`src/rtl/despacho_pkg.sv`:
```
// despacho_pkg: shared constants, FSM state type and instruction field
// positions for the despacho_alu issue/writeback unit.
// Optional feature: DESPACHO_LDI_EN enables the load-immediate codop (4'hF).
package despacho_pkg;

  // ALU operation codes understood by this unit
  localparam logic [3:0] OP_SOMA  = 4'h0;
  localparam logic [3:0] OP_SUB   = 4'h1;
  localparam logic [3:0] OP_MAIOR = 4'h2;
  localparam logic [3:0] OP_LDI   = 4'hF;

  // Instruction word layout: [15:12] codop, [11:8] rd, [7:4] rs1, [3:0] rs2
  localparam int CODOP_MSB = 15;
  localparam int CODOP_LSB = 12;
  localparam int RD_MSB    = 11;
  localparam int RD_LSB    = 8;
  localparam int RS1_MSB   = 7;
  localparam int RS1_LSB   = 4;
  localparam int RS2_MSB   = 3;
  localparam int RS2_LSB   = 0;
  localparam int IMM_MSB   = 7;
  localparam int IMM_LSB   = 0;

  typedef enum logic [1:0] {
    OCIOSO  = 2'd0,
    LEITURA = 2'd1,
    EXECUTA = 2'd2,
    ESCRITA = 2'd3
  } estado_t;

  // True when the codop completes with a writeback rather than an error
  function automatic logic codop_suportado(input logic [3:0] op);
    logic ok;
    ok = (op == OP_SOMA) || (op == OP_SUB) || (op == OP_MAIOR);
`ifdef DESPACHO_LDI_EN
    ok = ok || (op == OP_LDI);
`endif
    return ok;
  endfunction

endpackage

```
`src/rtl/banco_registradores.sv`:
```
// banco_registradores: register file with two combinational read ports and
// one synchronous write port. Entry 0 is hard-wired to zero; synchronous
// reset clears every entry.
module banco_registradores #(
  parameter int NUM_REGS = 16,
  parameter int LARGURA  = 16
) (
  input  logic                        clk,
  input  logic                        reset,
  input  logic                        escrita_en,
  input  logic [$clog2(NUM_REGS)-1:0] end_escrita,
  input  logic [LARGURA-1:0]          dado_escrita,
  input  logic [$clog2(NUM_REGS)-1:0] end_leitura1,
  input  logic [$clog2(NUM_REGS)-1:0] end_leitura2,
  output logic [LARGURA-1:0]          dado_leitura1,
  output logic [LARGURA-1:0]          dado_leitura2
);

  localparam int AW = $clog2(NUM_REGS);

  logic [LARGURA-1:0] regs_q [NUM_REGS];

  genvar gi;
  generate
    for (gi = 0; gi < NUM_REGS; gi++) begin : g_reg
      logic [LARGURA-1:0] reg_q;
      logic [LARGURA-1:0] reg_d;

      if (gi == 0) begin : g_zero
        // Entry 0 never changes: writes to it are discarded
        always_comb reg_d = '0;
      end else begin : g_rw
        // Capture the write data when this entry is addressed
        always_comb begin
          reg_d = reg_q;
          if (escrita_en && (end_escrita == AW'(gi))) begin
            reg_d = dado_escrita;
          end
        end
      end

      // Storage flop for one entry, cleared by reset
      always_ff @(posedge clk) begin
        if (reset) begin
          reg_q <= '0;
        end else begin
          reg_q <= reg_d;
        end
      end

      assign regs_q[gi] = reg_q;
    end
  endgenerate

  // Read ports are combinational; index 0 yields zero regardless of storage
  always_comb begin
    dado_leitura1 = (end_leitura1 == '0) ? '0 : regs_q[end_leitura1];
    dado_leitura2 = (end_leitura2 == '0) ? '0 : regs_q[end_leitura2];
  end

endmodule

```
`src/rtl/despacho_alu.sv`:
```
// despacho_alu: issue and writeback unit for an external ALU. Accepts one
// instruction per four cycles, reads R[rs1]/R[rs2], presents them to the ALU
// and writes the sampled result back to R[rd].
// Optional feature: DESPACHO_LDI_EN makes codop 4'hF load {8'h00, instr[7:0]}.
module despacho_alu
  import despacho_pkg::*;
#(
  parameter int NUM_REGS = 16,
  parameter int LARGURA  = 16
) (
  input  logic               clk,
  input  logic               reset,
  input  logic [15:0]        instr,
  input  logic               instr_valido,
  output logic               instr_pronto,
  output logic [3:0]         codop,
  output logic [LARGURA-1:0] operando1,
  output logic [LARGURA-1:0] operando2,
  input  logic [LARGURA-1:0] resultado,
  output logic               concluido,
  output logic [3:0]         rd_escrito,
  output logic [LARGURA-1:0] valor_escrito,
  output logic               erro
);

  estado_t            estado_q, estado_d;
  logic [15:0]        instr_q, instr_d;
  logic               instr_pronto_q, instr_pronto_d;
  logic [3:0]         codop_q, codop_d;
  logic [LARGURA-1:0] operando1_q, operando1_d;
  logic [LARGURA-1:0] operando2_q, operando2_d;
  logic               concluido_q, concluido_d;
  logic               erro_q, erro_d;
  logic [3:0]         rd_escrito_q, rd_escrito_d;
  logic [LARGURA-1:0] valor_escrito_q, valor_escrito_d;

  logic [3:0]         campo_codop, campo_rd, campo_rs1, campo_rs2;
  logic [LARGURA-1:0] dado_rs1, dado_rs2;
  logic [LARGURA-1:0] valor_wb;
  logic               escrita_en;

  assign campo_codop = instr_q[CODOP_MSB:CODOP_LSB];
  assign campo_rd    = instr_q[RD_MSB:RD_LSB];
  assign campo_rs1   = instr_q[RS1_MSB:RS1_LSB];
  assign campo_rs2   = instr_q[RS2_MSB:RS2_LSB];

  banco_registradores #(
    .NUM_REGS (NUM_REGS),
    .LARGURA  (LARGURA)
  ) u_banco (
    .clk           (clk),
    .reset         (reset),
    .escrita_en    (escrita_en),
    .end_escrita   (campo_rd),
    .dado_escrita  (valor_wb),
    .end_leitura1  (campo_rs1),
    .end_leitura2  (campo_rs2),
    .dado_leitura1 (dado_rs1),
    .dado_leitura2 (dado_rs2)
  );

  // Writeback value: the ALU result, or the zero-extended immediate for LDI
`ifdef DESPACHO_LDI_EN
  always_comb begin
    valor_wb = resultado;
    if (campo_codop == OP_LDI) begin
      valor_wb = {{(LARGURA-8){1'b0}}, instr_q[IMM_MSB:IMM_LSB]};
    end
  end
`else
  always_comb valor_wb = resultado;
`endif

  // Next-state and next-output logic for the four-phase issue sequence
  always_comb begin
    estado_d        = estado_q;
    instr_d         = instr_q;
    codop_d         = codop_q;
    operando1_d     = operando1_q;
    operando2_d     = operando2_q;
    concluido_d     = 1'b0;
    erro_d          = 1'b0;
    rd_escrito_d    = rd_escrito_q;
    valor_escrito_d = valor_escrito_q;
    escrita_en      = 1'b0;

    case (estado_q)
      OCIOSO: begin
        if (instr_valido && instr_pronto_q) begin
          instr_d  = instr;
          estado_d = LEITURA;
        end
      end
      LEITURA: begin
        codop_d     = campo_codop;
        operando1_d = dado_rs1;
        operando2_d = dado_rs2;
        estado_d    = EXECUTA;
      end
      EXECUTA: begin
        estado_d = ESCRITA;
      end
      ESCRITA: begin
        if (codop_suportado(campo_codop)) begin
          // rd=0 still reports completion; the register file drops the write
          escrita_en      = 1'b1;
          concluido_d     = 1'b1;
          rd_escrito_d    = campo_rd;
          valor_escrito_d = valor_wb;
        end else begin
          erro_d = 1'b1;
        end
        estado_d = OCIOSO;
      end
      default: begin
        estado_d = OCIOSO;
      end
    endcase

    // Ready is registered so it stays low during reset and rises one cycle later
    instr_pronto_d = (estado_d == OCIOSO);
  end

  // State and registered outputs; reset abandons any in-flight instruction
  always_ff @(posedge clk) begin
    if (reset) begin
      estado_q        <= OCIOSO;
      instr_q         <= '0;
      instr_pronto_q  <= 1'b0;
      codop_q         <= '0;
      operando1_q     <= '0;
      operando2_q     <= '0;
      concluido_q     <= 1'b0;
      erro_q          <= 1'b0;
      rd_escrito_q    <= '0;
      valor_escrito_q <= '0;
    end else begin
      estado_q        <= estado_d;
      instr_q         <= instr_d;
      instr_pronto_q  <= instr_pronto_d;
      codop_q         <= codop_d;
      operando1_q     <= operando1_d;
      operando2_q     <= operando2_d;
      concluido_q     <= concluido_d;
      erro_q          <= erro_d;
      rd_escrito_q    <= rd_escrito_d;
      valor_escrito_q <= valor_escrito_d;
    end
  end

  assign instr_pronto  = instr_pronto_q;
  assign codop         = codop_q;
  assign operando1     = operando1_q;
  assign operando2     = operando2_q;
  assign concluido     = concluido_q;
  assign erro          = erro_q;
  assign rd_escrito    = rd_escrito_q;
  assign valor_escrito = valor_escrito_q;

endmodule

```
`config.mk`:
```
export PLATFORM = sky130hd
export DESIGN_NAME = despacho_alu
export DESIGN_NICKNAME = d
export VERILOG_FILES = /design/src/rtl/despacho_pkg.sv /design/src/rtl/banco_registradores.sv /design/src/rtl/despacho_alu.sv
export SDC_FILE = /design/constraint.sdc
export NUM_CORES = 1
export LEC_CHECK = 0
export ABC_AREA = 0
export CAP_MARGIN = 20
export CORE_ASPECT_RATIO = 0.6
export CORE_MARGIN = 5
export CORE_UTILIZATION = 40
export CTS_BUF_LIST = sky130_fd_sc_hd__clkbuf_8
export CTS_CLUSTER_SIZE = 8
export DETAILED_ROUTE_END_ITERATION = 10
export MAX_ROUTING_LAYER = met4
export SLEW_MARGIN = 20
export SYNTH_ARGS = -nofsm -noshare
export SYNTH_HDL_FRONTEND = slang
export SYNTH_SLANG_ARGS = --single-unit
```
`constraint.sdc`:
```
create_clock -name clk -period 3.6 [get_ports clk]
set_clock_uncertainty 0.1 [all_clocks]
set_input_delay 0.72 -clock clk [delete_from_list [all_inputs] [get_ports clk]]
set_output_delay 0.72 -clock clk [all_outputs]
set_load 0.03 [all_outputs]
```
==> flow_summary.toml <==
[critical_path]
worstSetupPathType = "reg -> out"
path_max_fanout = 2
path_delay_family = "buffers and inverters"
cp.arrival_ns = 1.74
required_ns = 2.78
crit_buf_inv = 1
critical_path.max_stage_delay_ns = 0.71
crit_chain = "clkdlybuf4s50_1"
cp-end-kind = "primary output"
startpoint_type = "register"
crit_path_top_delay_cell = "clkdlybuf4s50_1"

[yosys]
synth_common_cells = "dfxtp_1, mux2i_1, nor2_1"
synthTopCellsByArea = "dfxtp_1, mux2i_1, mux4_2"
synth_area_per_cell_um2 = 10.56
ys_ff_latch = 317
ys_seq_area_frac = 0.4198
synth_top_area_share = 0.4198
synth_area_mm2 = 0.01512
ys.flop_type = "dfxtp_1"
synth_edf_count = 0
yosysMostFrequentCell = "dfxtp_1"
ys_warn_count = 0
synth_cell_types = 36
synth_top_cell_by_area = "dfxtp_1"
synth-async-reset-ratio = 0
syn_inst = 1431
synth_fp_nets = 1470

[timing]
finalSetupViolations = 0
fin_crit_sh = 0.7110
fin_crit_ns = 2.559
slew_violations = 0
max-slew-margin-rel = 0.2943
setup_tns_ns = 0
hold_violations = 0
holdWs_ns = 0.3562
fmax_mhz = 390.7
tightestPinTransition_ns = 1.058
rsz0062_at_grt = "no"

[pwr]
p_leak_nw = 7.796
p_clk_frac = 0.377
internal_power_w = 0.005350
power_density_mw_per_mm2 = 437.6
pwr-share-seq = 0.491
netSwitchingFraction = 0.2944
p_switching_w = 0.002232
power_frac_comb = 0.132
ir_worst_vdd_uv = 276.8

[global_routing]
grt_max_degree = 199
globalRouteOverflowTotal = 0
grtUsageTotal = 0.2221
antenna_found_initial = 2
grt_pass1_wl_um = 69940
first_global_vias = 11110

[floorplan]
dieArea_mm2 = 0.04191
rows = 55
die_y_um = 160.6
num_io_pins = 94
initial_core_util = 0.4031
core_area_mm2 = 0.03750
die_w_um = 261.0

[routing]
firstDrtPassIters = 5
vias = 11350
post_drt_wl_per_cell_um = 22.85
ant_nets = 0
detail_route.vias_per_cell = 5.614
drtIter0Drc = 1109
routed_wl_um = 46200
drcViolationCount = 0

[clock_network]
clock_sinks = 317
htree_levels = 2
ctsHoldBuffers = 0
clock-root-buffer = "clkbuf_8"
cts_buffer_depth = 3
clk_latency_ns = 0.60
cts_buffers = 49
cts_setup_buffers = 0
cts_resized = 0
clkTransAtPathRegs_ns = 0.06
cts_tree = "done"

[finish]
n_fill_cell = 3518
final_net_count = 1517
areaGrowthSynthToFinish_pct = 14.60
final_layout_size_suffix_gt1_frac = 0.1486

[job]
drv_cap = 0

[worst_hold_path]
worstHoldPathType = "reg -> reg"

[placed_design]
port_buffers = 93
hpwl_um = 27360
gp_congestion = 0.7972

[status]
status = "finished, final reports clean"
[power groups by stage]
stage | combinational, W | clock [W] | sequential (W)
after detailed placement | 0.000999 | 0 | 0.00380
after floorplan | 0.000735 | 0 | 0.00370
after global routing | 0.00106 | 0.00308 | 0.00374
after CTS | 0.00100 | 0.00293 | 0.00372
final | 0.000999 | 0.00286 | 0.00372
after global placement | 0.000992 | 0 | 0.00380
[through the flow]
| stage | cells | utilization | power [W] | setup WS (ns) | area (µm²) |
|---|---|---|---|---|---|
| 2_1_floorplan | 1431 | - | 0.004431 | 1.443 | 15120 |
| 3_3_place_gp | 1940 | 0.4384 | 0.004791 | 1.051 | 16440 |
| 3_5_place_dp | 1940 | 0.4384 | 0.004801 | 1.092 | 16440 |
| 4_1_cts | 2020 | 0.4618 | 0.007651 | 1.011 | 17320 |
| 5_1_grt | 2022 | 0.4619 | 0.007888 | 0.8931 | 17320 |
| 6_report | 2022 | 0.4619 | 0.007582 | 1.041 | 17320 |
[placed cells by master (no fill, tap or decap), types with 4 or more instances in the layout]
master,netlist,routed
dfxtp_1,317,311
mux2i_1,261,261
nor2_1,261,260
clkdlybuf4s50_1,0,92
nand2_1,89,89
mux4_2,83,83
clkbuf_8,0,58
nor2b_1,37,37
a21oi_1,37,37
buf_4,12,35
a221o_1,32,32
mux2_1,31,31
inv_1,2,23
nor3_1,19,19
mux2_2,17,17
a221oi_1,16,16
o21ai_1,15,15
a211oi_1,14,13
a2111oi_0,13,13
a22oi_1,13,13
nand4_2,8,8
nand4_4,7,7
buf_12,1,5
and2_1,4,4
nand2b_1,4,4
ha_1,4,4
dfxtp_2,0,4
[final cells by class]
type	instances	area [µm²]	share of cell area
Antenna cell	2	5.005	0.0002889
Clock buffer	57	784.5	0.04528
Clock inverter	23	91.34	0.005272
Inverter	2	7.507	0.0004333
Multi-Input combinational cell	975	8138	0.4697
Sequential cell	317	6359	0.3670
Tap cell	513	641.9	0.03705
Timing Repair Buffer	133	1297	0.07490
[kinds of logic (layout without fill, tap and decap cells)]
logic type               after synthesis  count (layout)  share of synthesized area
multiplexers                         392             392                     0.3322
buffers and inverters                139             215                    0.04287
AND/OR/NAND/NOR                      435             435                     0.1311
flip-flops                           317             317                     0.4198
other                                  0               2                          0
AO/OA/AOI/OAI                        144             144                    0.07068
adder cells (fa/ha/maj)                4               4                   0.003311
[worst paths after layout]
kind                    start                to  slack, ns  cells after the start
max              operando2[8]      operando2[8]       1.04                      1
min          valor_escrito[6]  valor_escrito[6]       0.36                      2
max reg2reg        instr_q[4]     operando1[15]       1.06                      5
min reg2reg  valor_escrito[6]  valor_escrito[6]       0.36                      2
[sequential cells by signal, summed over array words and instances, names as in the netlist]
name             count
erro                 1
operando1           16
instr_pronto         1
instr_q             16
operando2           16
valor_escrito       16
u_banco.g.reg_q    240
estado_q             2
codop                4
concluido            1
rd_escrito           4
[routing by layer]
layer / wire, µm / GRT usage / part of all wire / up-vias
met4: 837 / 0.05442 / 0.018 / 0
met3: 3215 / 0.04085 / 0.070 / 74
li1: - / - / - / 5243
met1: 22070 / 0.3247 / 0.48 / 5623
met5: 0 / - / 0 / -
met2: 20080 / 0.3195 / 0.43 / 411
Power figures use the tool's default switching activity.
